## src/rtl/frv_asi_issue.sv

```systemverilog
// frv_asi_issue: single-outstanding issue stage in front of the ASI unit.
//   Decode side : s_valid/s_ready handshake with uop, rs1, rs2, shamt and rd.
//   ASI side    : asi_valid/asi_ready request with captured operands, and asi_result in.
//                 asi_flush_* are the state-flush controls.
//   WB side     : wb_valid/wb_ready handshake with wb_rd and wb_result.
//   flush       : pipeline flush. It aborts any op and returns the block to IDLE.
//   lat_count   : number of BUSY cycles of the current or most recent op.
module frv_asi_issue #(
  parameter int XLEN = 32,
  parameter int OPW  = 7
) (
  input  logic            g_clk,
  input  logic            g_resetn,
  input  logic            flush,
  // decode-side issue
  input  logic            s_valid,
  output logic            s_ready,
  input  logic [OPW-1:0]  s_uop,
  input  logic [XLEN-1:0] s_rs1,
  input  logic [XLEN-1:0] s_rs2,
  input  logic [1:0]      s_shamt,
  input  logic [4:0]      s_rd,
  // ASI unit
  output logic            asi_valid,
  input  logic            asi_ready,
  output logic [OPW-1:0]  asi_uop,
  output logic [XLEN-1:0] asi_rs1,
  output logic [XLEN-1:0] asi_rs2,
  output logic [1:0]      asi_shamt,
  input  logic [XLEN-1:0] asi_result,
  output logic            asi_flush_aessub,
  output logic            asi_flush_aesmix,
  output logic [31:0]     asi_flush_data,
  // writeback
  output logic            wb_valid,
  input  logic            wb_ready,
  output logic [4:0]      wb_rd,
  output logic [XLEN-1:0] wb_result,
  output logic [7:0]      lat_count
);

  typedef enum logic [1:0] {IDLE, BUSY, DONE} state_t;

  state_t            state_q, state_d;
  logic [OPW-1:0]    uop_q;
  logic [XLEN-1:0]   rs1_q, rs2_q, res_q;
  logic [1:0]        shamt_q;
  logic [4:0]        rd_q;
  logic [7:0]        lat_q, lat_d;
  logic              issue, capture;

  // In DONE, a new op can be accepted in the same cycle the result retires.
  assign s_ready = (state_q == IDLE) || (state_q == DONE && wb_ready);
  assign issue   = s_valid && s_ready && !flush;
  assign capture = (state_q == BUSY) && asi_ready && !flush;

  always_comb begin
    state_d = state_q;
    if (flush) begin
      state_d = IDLE;
    end else begin
      case (state_q)
        IDLE:    if (issue) state_d = BUSY;
        BUSY:    if (asi_ready) state_d = DONE;
        DONE:    if (wb_ready) state_d = issue ? BUSY : IDLE;
        default: state_d = IDLE;
      endcase
    end
  end

  // The count is 1 on the first BUSY cycle. It increases only while the block stays in BUSY.
  // As a result, a single-cycle op reports a latency of 1.
  always_comb begin
    lat_d = lat_q;
    if (issue)
      lat_d = 8'd1;
    else if (state_q == BUSY && state_d == BUSY && lat_q != 8'hFF)
      lat_d = lat_q + 8'd1;
  end

  always_ff @(posedge g_clk) begin
    if (!g_resetn) begin
      state_q <= IDLE;
      uop_q   <= '0;
      rs1_q   <= '0;
      rs2_q   <= '0;
      shamt_q <= '0;
      rd_q    <= '0;
      res_q   <= '0;
      lat_q   <= '0;
    end else begin
      state_q <= state_d;
      lat_q   <= lat_d;
      if (issue) begin
        uop_q   <= s_uop;
        rs1_q   <= s_rs1;
        rs2_q   <= s_rs2;
        shamt_q <= s_shamt;
        rd_q    <= s_rd;
      end
      if (capture) res_q <= asi_result;
    end
  end

  assign asi_valid        = (state_q == BUSY);
  assign asi_uop          = uop_q;
  assign asi_rs1          = rs1_q;
  assign asi_rs2          = rs2_q;
  assign asi_shamt        = shamt_q;
  assign asi_flush_aessub = flush && (state_q == BUSY);
  assign asi_flush_aesmix = flush && (state_q == BUSY);
  assign asi_flush_data   = 32'h0;

  assign wb_valid  = (state_q == DONE);
  assign wb_rd     = rd_q;
  assign wb_result = res_q;
  assign lat_count = lat_q;

endmodule
```

## config.mk

```make
export PLATFORM = sky130hd
export DESIGN_NAME = frv_asi_issue
export DESIGN_NICKNAME = d
export VERILOG_FILES = /design/src/rtl/frv_asi_issue.sv
export SDC_FILE = /design/constraint.sdc
export NUM_CORES = 1
export LEC_CHECK = 0
export CAP_MARGIN = 20
export CORE_ASPECT_RATIO = 0.75
export CORE_UTILIZATION = 25
export DETAILED_ROUTE_END_ITERATION = 8
export PLACE_DENSITY = 0.63
export SLEW_MARGIN = 20
export SYNTH_ARGS = -nofsm -noshare
export SYNTH_HDL_FRONTEND = slang
export SYNTH_SLANG_ARGS = --single-unit
```

## constraint.sdc

```tcl
create_clock -name g_clk -period 1.8 [get_ports g_clk]
set_input_delay 0.36 -clock g_clk [delete_from_list [all_inputs] [get_ports g_clk]]
set_output_delay 0.36 -clock g_clk [all_outputs]
set_load 0.03 [all_outputs]
```

* Word level (Yosys, flattened, before mapping)
Cells that the tools add are included.
Storage, ports and cells: word-level logic and storage cells 36, register bits after elaboration 120, input port bits 116, output and inout bits 155
Operators by class: multiplexer cells 8, equal/unequal tests 4, bitwise logic cells 1, reductions and logical operators 13, add/subtract/negate cells 1
Operators with widths (count):
- 8-bit by 1-bit adder with 8-bit output (second input constant) | 1
- 1-bit logical AND | 8
- 2-bit two-way mux | 4
- 8-bit != test (second input constant) | 1
- 2-bit case mux with 3 select lines | 1
- 2-bit by 1-bit == test with 1-bit output (second input constant) | 2
- 1-bit two-way mux | 3
- 2-bit == test (second input constant) | 1
- 2-bit zero test | 1
- 2-bit nonzero test | 1
- 2-bit OR reduction | 1
- 1-bit zero test | 1
- 1-bit logical OR | 1
- 1-bit inverter | 1

* Longest topological paths before layout
word-level depth 14, gate-level depth with buffers 6

* Least setup slack after synthesis
No wires, ideal clock.
path kind reg2out, start register state_q[0], end output port asi_flush_aessub, data arrival time 1.638 ns, cell stages (with the launch flop) 5, buffers on the path 1, required time 1.440 ns, setup slack -0.198 ns, path through dfxtp_1 inv_1 nor2_1 and2_1 buf_4
Between the ends: longest elaborated chain between the ends 2
Ends and longest elaborated chain:
- start, declared | line 44 | state_t state_q, state_d;
- start signal, assigned | line 92 | state_q <= state_d;
- 2-bit by 1-bit == test with 1-bit output
- net asi_valid | line 24 | output logic asi_valid,
- 1-bit logical AND | line 110 | assign asi_flush_aessub = flush && (state_q == BUSY);
- end, declared | line 31 | output logic asi_flush_aessub,
The timed path passes the listed nets, and every way through them passes these cells.

* Final worst setup path
start register rs2_q[13] (netlist: asi_rs2[13]), end output port asi_rs2[13]
RTL lines:
- start, declared | line 46 | logic [XLEN-1:0] rs1_q, rs2_q, res_q;
- start signal, assigned | line 97 | rs2_q <= s_rs2;
- end, declared | line 28 | output logic [XLEN-1:0] asi_rs2,
No word-level cell between the ends.

==> impl_metrics.json <==
{
  "grt_pass1_vias": 4222,
  "synth_area_um2": 4901,
  "final_nets": 924,
  "hold_viol": 0,
  "antenna_found_initial": 0,
  "critPathLaunchType": "flip-flop",
  "peakVddDrop_v": 0.0004329,
  "boundaryPins": 271,
  "end_kind": "primary output",
  "dr.pass1.iters": 4,
  "switchingPower_w": 0.001776,
  "worst-path-buf-inv": 1,
  "dieArea_um2": 20170,
  "yosysUniqueCellTypes": 32,
  "ys_top_cells_by_area": "dfxtp_1 (49%), nand2_1 (17%), a21boi_1 (13%)",
  "numCtsBuffers": 17,
  "clock-root-buffer": "clkbuf_16",
  "cts.sinks": 120,
  "clkTransAtPathRegs_ns": 0.05,
  "dieHeight_um": 123.3,
  "std_cell_rows": 43,
  "synth.ff_latch_count": 120,
  "cp_cell_sequence": "clkdlybuf4s50_1",
  "fin_skew_ns": 0.008383,
  "cts_max_level": 4,
  "numPortBuffers": 238,
  "synth_top_family_by_area": "simple AND/OR/NAND/NOR gates",
  "power_frac_comb": 0.137,
  "internal_power_w": 0.005481,
  "synthFlopType": "dfxtp_1",
  "core_um2": 18830,
  "cap_violations": 0,
  "swShare": 0.2448,
  "vias": 4414,
  "postRouteAntennaNets": 0,
  "synth-simple-area-share": 0.2109,
  "synth_mux_area_frac": 0.002042,
  "max_freq_ghz": 0.5700,
  "post_cts_buffers": 0,
  "drc_errors": 0,
  "leakage_nw": 3.833,
  "clkPwrFrac": 0.477,
  "async_flop_share": 0,
  "yosysMostFrequentCell": "nand2_1",
  "required_ns": 1.44,
  "period_share": 0.9747,
  "drive_above_1_share": 0.07326,
  "seq_power_share": 0.385,
  "setup_viol": 0,
  "clock_path_buffers": 2,
  "rsz0062_at_grt": "false",
  "cts_tree": "yes",
  "run_status": "finished clean",
  "hp-class": "reg -> reg",
  "hpwl_mm": 9.713,
  "cts_hold_buffers": 0,
  "n_antenna_cell": 0,
  "floorplan.initialDensity": 0.2603,
  "synth-xor-area-share": 0.01251,
  "yosysSeqAreaShare": 0.4902,
  "fin_ws_ns": 0.04556,
  "area_growth_pct": 63.39,
  "placed_cells": 1035,
  "place_congestion": 0.7550,
  "clk_latency_ns": 0.41,
  "power_density_nw_per_um2": 906.3,
  "wire_per_inst_um": 13.25,
  "drt-total-wl_mm": 14.12,
  "yosysWarnings": 0,
  "grt_usage": 0.1392,
  "synth_largest_area_cell": "dfxtp_1",
  "avgSynthCellArea_um2": 8.613,
  "worst_path_largest_cell_delay_ns": 0.67,
  "worst-path-max-fanout": 2,
  "synth-edff-count": 0,
  "dpl_worst_slack_ns": -0.2552,
  "critical_path_class": "reg -> out",
  "yosys.area_share.adder": 0.002553,
  "syn_inst": 569,
  "layout.cells.non_filler": 1066,
  "synth-compound-area-share": 0.1823,
  "fin_crit_ns": 1.754,
  "vias_per_cell": 4.141,
  "drv_slew": 0,
  "yosys.area.top_type_share": 0.4902,
  "worstPathArrival_ns": 1.39,
  "critPathTopFamily": "buffers and inverters",
  "drt_iter0_drc": 194,
  "synthTopCellsByCount": "nand2_1 (221), dfxtp_1 (120), a21boi_1 (87)",
  "grt_pass1_wl_mm": 21.67,
  "die_w_um": 163.7,
  "crit_slowest_cell": "clkdlybuf4s50_1",
  "globalRoute.totalOverflow": 0,
  "grt_max_degree": 114
}
routing by layer:
layer,vias to the layer above,share of wire,track usage
met1,2008,0.44,0.1699
met2,153,0.45,0.2164
met4,0,0.0079,0.04340
met5,-,0,0
li1,2243,-,-
met3,10,0.10,0.06541
path summary, 6_finish.rpt:
check	start	end	slack, ns	cells past startpoint
worst max-delay path	asi_rs2[13]$_SDFFE_PN0P_	asi_rs2[13]	0.05	1
worst min-delay path	asi_shamt[1]$_SDFFE_PN0P_	asi_shamt[1]$_SDFFE_PN0P_	0.45	2
worst max register to register	state_q[0]$_SDFF_PN0_	asi_rs2[1]$_SDFFE_PN0P_	0.22	5
worst min register to register	asi_shamt[1]$_SDFFE_PN0P_	asi_shamt[1]$_SDFFE_PN0P_	0.45	2
power by group through the flow:
stage / clock (W) / sequential [W] / combinational, W
6_report: 0.00346 / 0.00280 / 0.000997
5_1_grt: 0.00370 / 0.00281 / 0.00107
4_1_cts: 0.00359 / 0.00280 / 0.00101
3_5_place_dp: 0 / 0.00286 / 0.00105
3_3_place_gp: 0 / 0.00285 / 0.00105
2_1_floorplan: 0 / 0.00304 / 0.000405
area by class of cell:
type	count	area, um2
inverter	2	7.507
clock buffer	23	478.0
clock inverter	8	120.1
sequential	120	2405
timing repair buffer	257	2550
tap	247	309.0
multi-input combinational	409	2138
fill	1890	10820
repair_timing:
| item | CTS | global route |
|---|---|---|
| setup endpoints to repair | 90 | 31 |
| cloned | 0 | 0 |
| resized for setup | 88 | 30 |
layout by cell type, fill, tap and decap left out, types with 2 or more instances in the layout:
| cell | n |
|---|---|
| clkbuf_8 | 3 |
| dfxtp_1 | 118 |
| a21boi_0 | 24 |
| a22oi_1 | 2 |
| clkdlybuf4s50_1 | 119 |
| a21boi_1 | 87 |
| o211ai_1 | 3 |
| dlymetal6s2s_1 | 28 |
| dlygate4sd2_1 | 86 |
| nand2_1 | 221 |
| dfxtp_2 | 2 |
| and2_1 | 2 |
| clkinv_2 | 3 |
| xor2_1 | 7 |
| buf_4 | 16 |
| buf_12 | 6 |
| clkinvlp_4 | 2 |
| inv_1 | 2 |
| conb_1 | 32 |
| nor2_1 | 10 |
| and3_1 | 2 |
| nor4b_4 | 2 |
| clkbuf_1 | 3 |
| o2111ai_1 | 2 |
| clkbuf_16 | 17 |
| bufinv_16 | 3 |
registers in the layout, summed over array words and instances, names as in the netlist:
name	count
asi_rs1	32
asi_shamt	2
lat_count	8
wb_rd	5
asi_uop	7
asi_rs2	32
state_q	2
wb_result	32
cell families (layout without fill, tap and decap cells):
logic type | count (synthesis) | in the layout
compound gates | 119 | 119
flops | 120 | 120
mux | 1 | 1
fa+ha+maj | 1 | 1
buf+inv | 71 | 290
simple gates | 249 | 249
other cells | 1 | 32
xor+xnor | 7 | 7
worst register-to-register path: cells and delay by family (launching register included):
family / cells / cell delay, ns
compound gates: 1 / 0.06
flops: 1 / 0.32
buf+inv: 2 / 0.35
simple gates: 2 / 0.74
per-stage QoR:
stage	TNS, ns	hold WS [ns]	utilization	total power (W)	instance area [um2]
6_report	0	0.4453	0.4252	0.007257	8008
4_1_cts	0	0.4491	0.4214	0.007406	7935
3_5_place_dp	-23.42	0.4444	0.3953	0.003911	7445
3_3_place_gp	-21.93	0.4392	0.3953	0.003905	7445
2_1_floorplan	0	0.4949	-	0.003442	5021
5_1_grt	0	0.4636	0.4252	0.007580	8008
(Power assumes the default switching activity.)
